### src/rtl/rv32_mod_csr_access.sv
// Zicsr sequencer: privilege/read-only checks, then read, modify and write the CSR file; returns old value.
// Latency: 3 cycles legal RMW, 2 read-suppressed, 1 illegal. Backpressure: response held in RESP until resp_ready.
// Optional macro RV32_CSR_RO_CHECK_EN makes writes to read-only CSRs (addr[11:10]==2'b11) illegal.
module rv32_mod_csr_access #(
  parameter int XLEN = 32
) (
  input  logic            clk,
  input  logic            rst,
  input  logic [1:0]      priviledge,
  input  logic            req_valid,
  output logic            req_ready,
  input  logic [2:0]      req_funct3,
  input  logic [11:0]     req_addr,
  input  logic [XLEN-1:0] req_rs1_val,
  input  logic [4:0]      req_uimm,
  input  logic            req_rd_zero,
  output logic            resp_valid,
  input  logic            resp_ready,
  output logic [XLEN-1:0] resp_rdata,
  output logic            resp_illegal,
  output logic [11:0]     csr_addr,
  output logic            csr_re,
  input  logic [XLEN-1:0] csr_rdata,
  output logic            csr_we,
  output logic [XLEN-1:0] csr_wdata
);

  typedef enum logic [1:0] {IDLE, RD, WR, RESP} state_t;

  state_t          state_q, state_d;
  logic [1:0]      op_q, op_d;
  logic [11:0]     addr_q, addr_d;
  logic [XLEN-1:0] src_q, src_d;
  logic [XLEN-1:0] rdata_q, rdata_d;
  logic            illegal_q, illegal_d;
  logic            rsup_q, rsup_d;
  logic            wsup_q, wsup_d;

  // Decode of the incoming request, used only at acceptance.
  logic            in_bad_f3, in_rsup, in_wsup, in_priv_bad, in_ro_bad, in_illegal;
  logic [XLEN-1:0] old_val, new_val;

  always_comb begin
    in_bad_f3   = (req_funct3[1:0] == 2'b00);
    in_rsup     = (req_funct3[1:0] == 2'b01) && req_rd_zero;
    in_wsup     = req_funct3[1] && (req_uimm == 5'd0);
    in_priv_bad = (req_addr[9:8] > priviledge);
`ifdef RV32_CSR_RO_CHECK_EN
    in_ro_bad   = !in_wsup && (req_addr[11:10] == 2'b11);
`else
    in_ro_bad   = 1'b0;
`endif
    in_illegal  = in_bad_f3 || in_priv_bad || in_ro_bad;
  end

  always_comb begin
    old_val = rsup_q ? '0 : csr_rdata;
    case (op_q)
      2'b01:   new_val = src_q;
      2'b10:   new_val = old_val | src_q;
      default: new_val = old_val & ~src_q;
    endcase
  end

  always_comb begin
    state_d   = state_q;
    op_d      = op_q;
    addr_d    = addr_q;
    src_d     = src_q;
    rdata_d   = rdata_q;
    illegal_d = illegal_q;
    rsup_d    = rsup_q;
    wsup_d    = wsup_q;
    case (state_q)
      IDLE: begin
        if (req_valid) begin
          op_d      = req_funct3[1:0];
          addr_d    = req_addr;
          src_d     = req_funct3[2] ? {{(XLEN-5){1'b0}}, req_uimm} : req_rs1_val;
          rdata_d   = '0;
          illegal_d = in_illegal;
          rsup_d    = in_rsup;
          wsup_d    = in_wsup;
          if (in_illegal)   state_d = RESP;
          else if (in_rsup) state_d = WR;
          else              state_d = RD;
        end
      end
      RD: state_d = WR;
      WR: begin
        rdata_d = old_val;
        state_d = RESP;
      end
      RESP: if (resp_ready) state_d = IDLE;
      default: state_d = IDLE;
    endcase
  end

  always_ff @(posedge clk or negedge rst) begin
    if (!rst) begin
      state_q   <= IDLE;
      op_q      <= 2'b00;
      addr_q    <= '0;
      src_q     <= '0;
      rdata_q   <= '0;
      illegal_q <= 1'b0;
      rsup_q    <= 1'b0;
      wsup_q    <= 1'b0;
    end else begin
      state_q   <= state_d;
      op_q      <= op_d;
      addr_q    <= addr_d;
      src_q     <= src_d;
      rdata_q   <= rdata_d;
      illegal_q <= illegal_d;
      rsup_q    <= rsup_d;
      wsup_q    <= wsup_d;
    end
  end

  // Strobes are decoded from state so they pulse exactly once and never overlap.
  assign req_ready    = (state_q == IDLE);
  assign resp_valid   = (state_q == RESP);
  assign resp_rdata   = rdata_q;
  assign resp_illegal = illegal_q;
  assign csr_addr     = addr_q;
  assign csr_re       = (state_q == RD);
  assign csr_we       = (state_q == WR) && !wsup_q;
  assign csr_wdata    = (state_q == WR) ? new_val : '0;

endmodule

### config.mk
export PLATFORM = sky130hd
export DESIGN_NAME = rv32_mod_csr_access
export DESIGN_NICKNAME = d
export VERILOG_FILES = /design/src/rtl/rv32_mod_csr_access.sv
export SDC_FILE = /design/constraint.sdc
export NUM_CORES = 1
export LEC_CHECK = 0
export ABC_AREA = 1
export CORE_ASPECT_RATIO = 0.75
export CORE_MARGIN = 3
export CORE_UTILIZATION = 30
export DETAILED_ROUTE_END_ITERATION = 12
export GPL_TIMING_DRIVEN = 0
export HOLD_SLACK_MARGIN = 0.06
export PLACE_DENSITY_LB_ADDON = 0.25
export SLEW_MARGIN = 25
export SYNTH_ARGS = -nofsm -noshare
export SYNTH_HDL_FRONTEND = slang
export SYNTH_SLANG_ARGS = --single-unit
### constraint.sdc
create_clock -name clk -period 1.6 [get_ports clk]
set_input_delay 0.32 -clock clk [delete_from_list [all_inputs] [get_ports clk]]
set_output_delay 0.32 -clock clk [all_outputs]
set_load 0.05 [all_outputs]
==> results of run 1 <==
## Yosys cell counts
cell type,instances,area (um2)
inv_4,1,6.26
dfrtp_1,83,2080
or2_2,1,6.26
buf_6,6,67.6
a21oi_1,39,195
nor2_1,44,165
inv_2,1,3.75
nor3_1,1,5.00
nand3_1,34,170
nand2_2,1,6.26
inv_1,78,293
buf_2,16,80.1
clkbuf_1,7,26.3
o21ai_0,53,265
nor3b_2,30,375
nand2_1,144,541
o21ai_1,11,55.1
o21ai_2,1,8.76
ha_1,9,113
a31oi_1,1,6.26
o21ai_4,1,16.3
a21oi_2,4,35.0
buf_4,8,60.1
nor3b_1,2,15.0
nand2_4,1,11.3
## worst max-delay path, cell delays in order (launching register included)
cell and delay [ns]:
dfrtp_1 0.40, ha_4 0.30, inv_2 0.04, nand2_4 0.08, buf_4 0.14, buf_12 0.14, a21oi_2 0.08, nor3b_4 0.25
buf_6 0.19
## path summary, 6_finish.rpt
| check | slack, ns | cells after the start | end |
|---|---|---|---|
| max | -0.68 | 8 | csr_wdata[8] |
| min in group clk | 0.47 | 2 | csr_addr[6] |
| min | 0.46 | 2 | resp_rdata[8] |
| max reg2reg | 0.06 | 9 | resp_rdata[18] |
| min reg2reg | 0.47 | 2 | csr_addr[6] |
| max in group asynchronous | 0.57 | 3 | resp_rdata[25] |
## power groups by stage
| stage | Combinational, uW | Sequential (uW) | Clock (uW) |
|---|---|---|---|
| after global placement | 11100 | 3610 | 0 |
| after global routing | 14300 | 3780 | 2140 |
| after floorplan | 6240 | 5270 | 0 |
| final | 13500 | 3660 | 2010 |
| after CTS | 12400 | 3660 | 2070 |
| after detailed placement | 11200 | 3660 | 0 |
## cell type report
class	count	area (um2)	share of cell area (%)
timing repair buffer	203	2090	26.8
inverter	80	315	4.05
multi-input combinational	377	2390	30.7
tap	200	250	3.21
buffer	35	380	4.89
clock inverter	4	25.0	0.321
sequential	83	2080	26.7
clock buffer	12	256	3.29
## sequential cells by signal, summed over array words and instances (netlist names)
name and count:
state_q 2, resp_illegal 1, wsup_q 1, op_q 2
src_q 32, csr_addr 12, resp_rdata 32, rsup_q 1
## layer usage
layer	routed length (um)	track usage [%]	up-vias	share of wire [%]
met1	7440	24.8	2224	47
li1	-	-	2252	-
met3	1090	5.56	16	6.9
met2	7060	28.1	148	45
met5	0	0	-	0
met4	198	4.76	0	1.3
## metrics by stage
stage | cells | power [uW]
global route | 994 | 20300
global placement | 948 | 14700
finish | 994 | 19200
floorplan | 577 | 11500
CTS | 982 | 18100
detailed placement | 949 | 14900
## repair_timing
action,4_1_cts,5_1_grt
setup buffers,16,9
hold buffers,1,0
pin swaps,10,16
endpoints found under the hold margin,41,0
gates cloned,1,5
resized for setup,347,111
endpoints found under the setup margin,113,97
## kinds of logic after synthesis
logic type	Yosys count	share of synthesized area [%]
AOI/OAI and AO/OA	110	12.6
adders and majority gates	9	2.45
buffers and inverters	117	11.7
DFF	83	45.1
and+or+nand+nor	258	28.1
==> summary.txt, run 1 <==
Placed design
  • Area post-placement: between 6000 and 7000 um2
  • Number of port buffers: between 150 and 200
  • RePlAce Congestion: 0.849
  • Dpl hpwl: 11.3 mm
  • Dpl ws: -1.12 ns

Timing
  • Final hold violation count: 0
  • Final WS setup: -0.683 ns
  • Peak Freq: between 0.4 and 0.5 GHz
  • Crit share post-route: 143%
  • Tightest Pin Transition: around 0.51 ns
  • RSZ-0062 raised after global routing: true
  • Skew final: 0.00602 ns
  • Worst hold margin: between 0.4 and 0.5 ns
  • Final Max Tran Viols: 0
  • # setup viols final: 34
  • Slew HR: about 66%
  • Total negative setup slack: -20.42 ns
  • Fin crit period: between 2 and 2.5 ns

Yosys
  • Syn. warnings: 0
  • Mapped Area: between 4000 and 5000 um2
  • Syn_nets: 677
  • Sequential area share after synthesis: between 40 and 50%
  • Mean Syn Cell Area: approximately 8 um2
  • Post-Synthesis Cells: 577
  • Yosys cell types: 25
  • Yosys reg bits: 83

Route
  • Routed vias: between 4000 and 5000
  • Avg WL per Cell: around 16 um
  • Drt pass-1 iters: 4
  • Routed WL: approximately 16 mm
  • Initial DRC Count: 157
  • Number of remaining DRC errors: 0
  • Vias per inst: ~4.7
  • Post-DRT Antenna Nets: 0

Setup path
  • CP startpoint: op_q[1]
  • CP required: between 1 and 1.5 ns
  • CP endpoint kind: primary output
  • Startpoint types: flip-flop
  • Critical path class: flip-flop to primary output
  • Worst reg2reg path startpoint: state_q[0]
  • CP Max Fanout: 10
  • Worst Path Arrival: approximately 2.0 ns

Pwr
  • Sequential fraction of design power: 19.1%
  • Switching power: approximately 9700 uW
  • Peak VDD IR: around 0.0011 V
  • Combinational share of power: between 70% and 80%
  • Clock power share: 10.5%
  • Cell internal pwr: 9510 uW
  • Leakage: around 0.0036 uW
  • Switching share of power: 50.4%
  • Pwr per Cell Area: between 2000 and 2500 nW/um2

Layout
  • Filler cells: ~1400
  • Layout cells sized above 1: between 20% and 30%
  • P&R area growth vs syn: 69.1%
  • Final net count: 889
  • Util after Layout: between 50 and 60%
  • Most frequent cells in the layout: nand2_1 (143), clkdlybuf4s50_1 (89), dfrtp_1 (82)
  • Ant diodes: 0
  • Most common cell after layout, fill and taps aside: nand2_1
  • Final instance area: approximately 8000 um2

Outcome
  • Status: finished, violations left
  • Failing checks: setup timing

CTS
  • Clk buf depth: 2
  • CTS clock-pin slew for the worst setup and hold paths: around 0.06 ns
  • CTS tree: built
  • CTS Buf Count: 9
  • H-tree depth: 3
  • Sink Count: between 80 and 90
  • Clk Latency, worst-skew pair: roughly 0.35 ns
  • CTS root buf: clkbuf_16

Job
  • MaxCap Viol Count: 0

Floorplanning
  • # IOs: approximately 170
  • Die height: approximately 110 um
  • Initial Util: between 30% and 40%
  • Core ar.: 14700 um2
  • # rows: 38
  • Die area: around 17000 um2
  • Die X: about 150 um

GRT
  • Initial antenna violation count: 0
  • First-pass GRT wire length: 24.1 mm
  • GR Overflow Total: 0
  • Largest net degree at the start of global routing: between 40 and 50
  • Vias in the first global route: between 4000 and 5000
  • All-Layer GR Usage: between 10% and 20%

Hold path
  • Hold Path Class: input pin to async pin
Note: power is estimated with default switching activity, not from simulation.
==> run 2, diff against run 1 <==
--- a/config.mk
+++ b/config.mk
@@ -13,7 +13,7 @@
 export GPL_TIMING_DRIVEN = 0
 export HOLD_SLACK_MARGIN = 0.06
 export PLACE_DENSITY_LB_ADDON = 0.25
-export SLEW_MARGIN = 25
+export SLEW_MARGIN = 10
 export SYNTH_ARGS = -nofsm -noshare
 export SYNTH_HDL_FRONTEND = slang
 export SYNTH_SLANG_ARGS = --single-unit
==> run 2 against run 1 <==
  * Flip-flop and latch count unchanged
  * The run still ends with setup timing left
  * Highest routed layer unchanged
  * Sequential share of layout area is 0.70 points lower
  * Register-to-register slack got worse by 0.15 ns
  * Maximum frequency down 0.32%
  * Combinational power is essentially flat
  * Clock skew increased by 0.0037 ns
  * Worst setup slack worse by 0.0074 ns
  * Via count down 0.84%
  * Global-route usage is essentially flat
  * Clock-buffer cell count shrank 1
==> summary.txt, run 2 (synthesized netlist as in run 1, its figures left out) <==
Placed design
  • RePlAce Congestion: between 0.8 and 0.9
  • Number of port buffers: 171
  • Dpl hpwl: between 10 and 15 mm
  • Area post-placement: around 6800 um2

Timing
  • Fin crit period: approximately 2.3 ns
  • # setup viols final: 72
  • RSZ-0062 raised after global routing: true
  • Slew HR: 62.3%
  • Skew final: slightly below 0.01 ns
  • Final hold violation count: 0
  • Peak Freq: around 0.44 GHz
  • Final Max Tran Viols: 0
  • Worst hold margin: 0.475 ns
  • Crit share post-route: 143%
  • Tightest Pin Transition: 0.565 ns
  • Final WS setup: -0.691 ns

GRT
  • GR Overflow Total: 0
  • Initial antenna violation count: 0
  • Largest net degree at the start of global routing: 43
  • All-Layer GR Usage: between 15 and 20%
  • Vias in the first global route: 4743
  • First-pass GRT wire length: about 24 mm

Outcome
  • Failing checks: setup timing
  • Status: finished, violations left

Layout
  • Util after Layout: around 54%
  • Most frequent cells in the layout: nand2_1 (138), clkdlybuf4s50_1 (89), dfrtp_1 (82)
  • FF+latch area: around 2100 um2
  • P&R area growth vs syn: 73.7%
  • Final instance area: around 8000 um2
  • Layout cells sized above 1: between 20% and 30%
  • Most common cell after layout, fill and taps aside: nand2_1
  • Filler cells: 1371
  • Area of the multi-input gates: 2480 um2
  • Ant diodes: 0
  • Final net count: 891

Job
  • MaxCap Viol Count: 0

Floorplanning
  • Initial Util: a little under a third
  • Die area: ~17000 um2
  • # rows: 38
  • Die X: between 100 and 150 um
  • Core ar.: roughly 15000 um2
  • # IOs: around 170
  • Die height: 113 um

Pwr
  • Pwr per Cell Area: 2480 nW/um2
  • Peak VDD IR: ~0.0012 V
  • Leakage: about 0.0037 uW

CTS
  • CTS clock-pin slew for the worst setup and hold paths: 0.06 ns
  • CTS root buf: clkbuf_16
  • Clk buf depth: 2
  • H-tree depth: 3
  • Clk Latency, worst-skew pair: roughly 0.35 ns
  • Sink Count: 83
  • CTS tree: built
  • CTS Buf Count: 9

Route
  • Routed WL: 15.6 mm
  • Number of remaining DRC errors: 0
  • Routed vias: roughly 4600
  • Post-DRT Antenna Nets: 0
  • Initial DRC Count: between 100 and 150
  • Drt pass-1 iters: 4
  • Vias per inst: approximately 4.6
  • Avg WL per Cell: roughly 16 um

Setup path
  • Startpoint types: flip-flop
  • CP endpoint kind: primary output
  • Critical path class: flip-flop to primary output
  • CP required: 1.28 ns
  • Worst Path Arrival: approximately 2.0 ns
  • CP Max Fanout: 10

Hold path
  • Hold Path Class: flip-flop to flip-flop
[run 2: cell types whose count changed in the layout (fill, tap and decap cells not counted), sizes merged]
cell | previous run | this run
dlygate4sd2 | 33 | 32
buf | 93 | 98
clkbuf | 24 | 20
clkdlybuf4s15 | 10 | 11
clkinvlp | 2 | 1
bufinv | 0 | 2
[run 2: worst max-delay path: stages (launching register included)]
cell     delay, ns
dfrtp_1       0.41
ha_4          0.31
inv_4         0.04
nand2_4       0.08
o21ai_4       0.08
buf_12        0.14
buf_12        0.15
nor3b_4       0.23
buf_6         0.19
[run 2: per-stage QoR]
step	power, uW	worst slack (ns)	cells	TNS [ns]
final	19800	-0.691	996	-23.17
after global routing	21000	-0.773	996	-29.29
after CTS	18300	-0.784	983	-24.22
after detailed placement	14900	-1.12	949	-43.68
after global placement	14700	-2.90	948	-281.36
after floorplan	11500	-0.368	577	-11.45
[run 2: final timing paths]
kind | start | endpoint | slack [ns] | cells past startpoint
setup / recovery | op_q[1] | csr_wdata[8] | -0.69 | 8
hold / removal | csr_addr[0] | csr_addr[0] | 0.47 | 2
setup reg to reg | state_q[0] | resp_rdata[3] | -0.09 | 10
hold reg to reg | csr_addr[0] | csr_addr[0] | 0.47 | 2
max in group asynchronous | rst | resp_rdata[23] | 0.46 | 3
min in group asynchronous | rst | resp_rdata[5] | 0.50 | 2
[run 2: power by group]
group          switching [uW]  internal [uW]  total [uW]
Combinational            8250           5580       13800
Sequential                629           3020        3650
Clock                     903           1460        2360
[run 2: layout make-up]
| class | count | area share [%] |
|---|---|---|
| clock buffer | 11 | 3.16 |
| tap | 200 | 3.13 |
| inverter | 80 | 3.94 |
| buffer | 35 | 5.29 |
| multi-input combinational | 377 | 31.0 |
| clock inverter | 5 | 1.06 |
| sequential | 83 | 26.0 |
| timing repair buffer | 205 | 26.4 |
[run 2: what timing repair did]
action                                 4_1_cts  5_1_grt
cloned                                       1        3
pin swaps                                   10       21
setup endpoints to repair                  111       99
resized for setup                          334      196
setup buffers                               17       14
hold buffers                                 1        0
endpoints found under the hold margin       41        0
[run 2: per-layer routing]
metal / track usage [%] / share of wire, % / vias up / wire, um
met5: 0 / 0 / - / 0
met4: 4.94 / 1.4 / 0 / 211
met3: 5.56 / 7.4 / 18 / 1150
met2: 28.0 / 45 / 161 / 7070
met1: 24.9 / 46 / 2178 / 7160
li1: - / - / 2244 / -
==> run 3, diff against run 2 <==
--- a/config.mk
+++ b/config.mk
@@ -6,6 +6,7 @@
 export NUM_CORES = 1
 export LEC_CHECK = 0
 export ABC_AREA = 1
+export CAP_MARGIN = 20
 export CORE_ASPECT_RATIO = 0.75
 export CORE_MARGIN = 3
 export CORE_UTILIZATION = 30
@@ -13,7 +14,8 @@
 export GPL_TIMING_DRIVEN = 0
 export HOLD_SLACK_MARGIN = 0.06
 export PLACE_DENSITY_LB_ADDON = 0.25
-export SLEW_MARGIN = 10
+export SKIP_CTS_REPAIR_TIMING = 1
+export SLEW_MARGIN = 20
 export SYNTH_ARGS = -nofsm -noshare
 export SYNTH_HDL_FRONTEND = slang
 export SYNTH_SLANG_ARGS = --single-unit
==> run 3 against run 2 <==
  * The run still ends with setup timing left
  * Register-to-register slack gained 0.14 ns
  * Maximum frequency down 3.3%
  * Clock skew is essentially flat
  * Worst setup slack worse by 0.077 ns
  * Clock power is essentially flat
  * First-iteration DRC count rose by 22%
  * Clock-buffer cell count did not move
  * Utilization down 2.2 points
  * Routed wire length fell by 1.1%
  * Combinational power down 8%
  * Non-clock buffer count shrank 12
==> summary.txt, run 3 (synthesized netlist as in run 1, its figures left out) <==
GRT
  • Largest net degree at the start of global routing: 43
  • Initial antenna violation count: 0
  • GR Overflow Total: 0
  • All-Layer GR Usage: ~18%
  • Vias in the first global route: ~4700
  • First-pass GRT wire length: around 24 mm

Timing
  • Final WS setup: -0.768 ns
  • Total negative setup slack: -23.41 ns
  • Crit share post-route: 148%
  • RSZ-0062 raised after global routing: true
  • Skew final: a little under 0.01 ns
  • Tightest Pin Transition: ~0.56 ns
  • Peak Freq: 0.422 GHz
  • # setup viols final: 34
  • Slew HR: between 60% and 70%
  • Worst hold margin: 0.476 ns
  • Fin crit period: between 2 and 2.5 ns
  • Final Max Tran Viols: 0
  • Final hold violation count: 0

Job
  • MaxCap Viol Count: 0

CTS
  • H-tree depth: 3
  • Clk Latency, worst-skew pair: 0.35 ns
  • CTS root buf: clkbuf_16
  • CTS clock-pin slew for the worst setup and hold paths: approximately 0.060 ns
  • Clk buf depth: 2
  • CTS Buf Count: 9
  • CTS tree: built
  • Sink Count: a little over 80

Route
  • Drt pass-1 iters: 4
  • Number of remaining DRC errors: 0
  • Routed vias: around 4600
  • Avg WL per Cell: 15.7 um
  • Post-DRT Antenna Nets: 0
  • Routed WL: about 15 mm
  • Vias per inst: 4.64
  • Initial DRC Count: 174

Placed design
  • Number of port buffers: 171
  • Dpl hpwl: roughly 11 mm
  • RePlAce Congestion: 0.849
  • Dpl ws: -1.12 ns

Layout
  • Final net count: 879
  • Layout cells sized above 1: between 20% and 30%
  • Filler cells: ~1400
  • P&R area growth vs syn: 66.8%
  • Most frequent cells in the layout: nand2_1 (142), clkdlybuf4s50_1 (89), dfrtp_1 (83)
  • Most common cell after layout, fill and taps aside: nand2_1
  • Ant diodes: 0

Floorplanning
  • Core ar.: approximately 15000 um2
  • Initial Util: approximately 31%
  • # rows: 38
  • Die area: approximately 17000 um2
  • # IOs: approximately 170
  • Die height: around 110 um
  • Die X: roughly 150 um

Setup path
  • CP required: 1.28 ns
  • Setup slack, reg-to-reg: ~0.050 ns
  • Critical path class: flip-flop to primary output
  • Startpoint types: flip-flop
  • CP Max Fanout: 7
  • CP most frequent cell: buf_6
  • Crit path largest cell delay: between 0.4 and 0.5 ns
  • CP cell instances: ha_4, buf_6, inv_4, nand2_8, o21ai_4, buf_12, buf_16, nor3b_4, buf_6
  • Crit path max-delay cell type: dfrtp_1
  • CP endpoint kind: primary output
  • Worst Path Arrival: between 2 and 2.5 ns

Pwr
  • Leakage: 0.00405 uW
  • Pwr per Cell Area: approximately 2400 nW/um2
  • Combinational share of power: around 68%
  • Clock power share: between 10% and 20%
  • Sequential fraction of design power: between 10% and 20%
  • Switching power: between 9000 and 10000 uW
  • Cell internal pwr: around 9400 uW
  • Peak VDD IR: approximately 0.0012 V
  • Switching share of power: 49.4%

Hold path
  • Hold Path Class: flip-flop to flip-flop

Outcome
  • Failing checks: setup timing
  • Status: finished, violations left
## run 3: path summary, 6_finish.rpt
kind	startpoint	to	cells past startpoint
min in group asynchronous	rst	resp_rdata[5]	2
max in group asynchronous	rst	src_q[31]	3
worst min-delay path	csr_addr[7]	csr_addr[7]	2
worst max register to register	state_q[0]	resp_rdata[3]	8
worst min register to register	csr_addr[7]	csr_addr[7]	2
worst max-delay path	op_q[1]	csr_wdata[8]	9
## run 3: critical path: cells and delay by family (launching register included)
kind,cells,cell delay (ns)
buffers and inverters,5,0.64
flip-flops,1,0.41
AND/OR/NAND/NOR,2,0.30
adder cells (fa/ha/maj),1,0.28
AO/OA/AOI/OAI,1,0.07
## run 3: layout make-up
type                       count  area (um2)  area share, %
tap                          200         250           3.26
buffer                        36         332           4.32
multi-input combinational    377        2260           29.5
clock inverter                 5        85.1           1.11
inverter                      80         305           3.98
timing repair buffer         192        2110           27.5
sequential                    83        2080           27.1
clock buffer                  11         253           3.29
## run 3: per-layer routing
metal / track usage [%] / share of wire, % / vias to the layer above
met4: 5.06 / 1.5 / 0
li1: - / - / 2223
met5: 0 / 0 / -
met1: 24.5 / 47 / 2157
met2: 27.1 / 44 / 167
met3: 5.76 / 7.8 / 19
## run 3: through the flow
stage	area [um2]	std cells	util [%]	total power, uW
2_1_floorplan	4820	577	-	11500
3_3_place_gp	6780	948	46.0	14700
3_5_place_dp	6800	949	46.1	14900
4_1_cts	7140	965	48.4	17300
5_1_grt	7680	984	52.1	19800
6_report	7680	984	52.1	18700
## run 3: power by group through the flow
stage	clock network, uW	logic, uW	registers (uW)
CTS	2410	11300	3630
global placement	0	11100	3610
finish	2380	12700	3620
global route	2500	13500	3740
floorplan	0	6240	5270
detailed placement	0	11200	3660
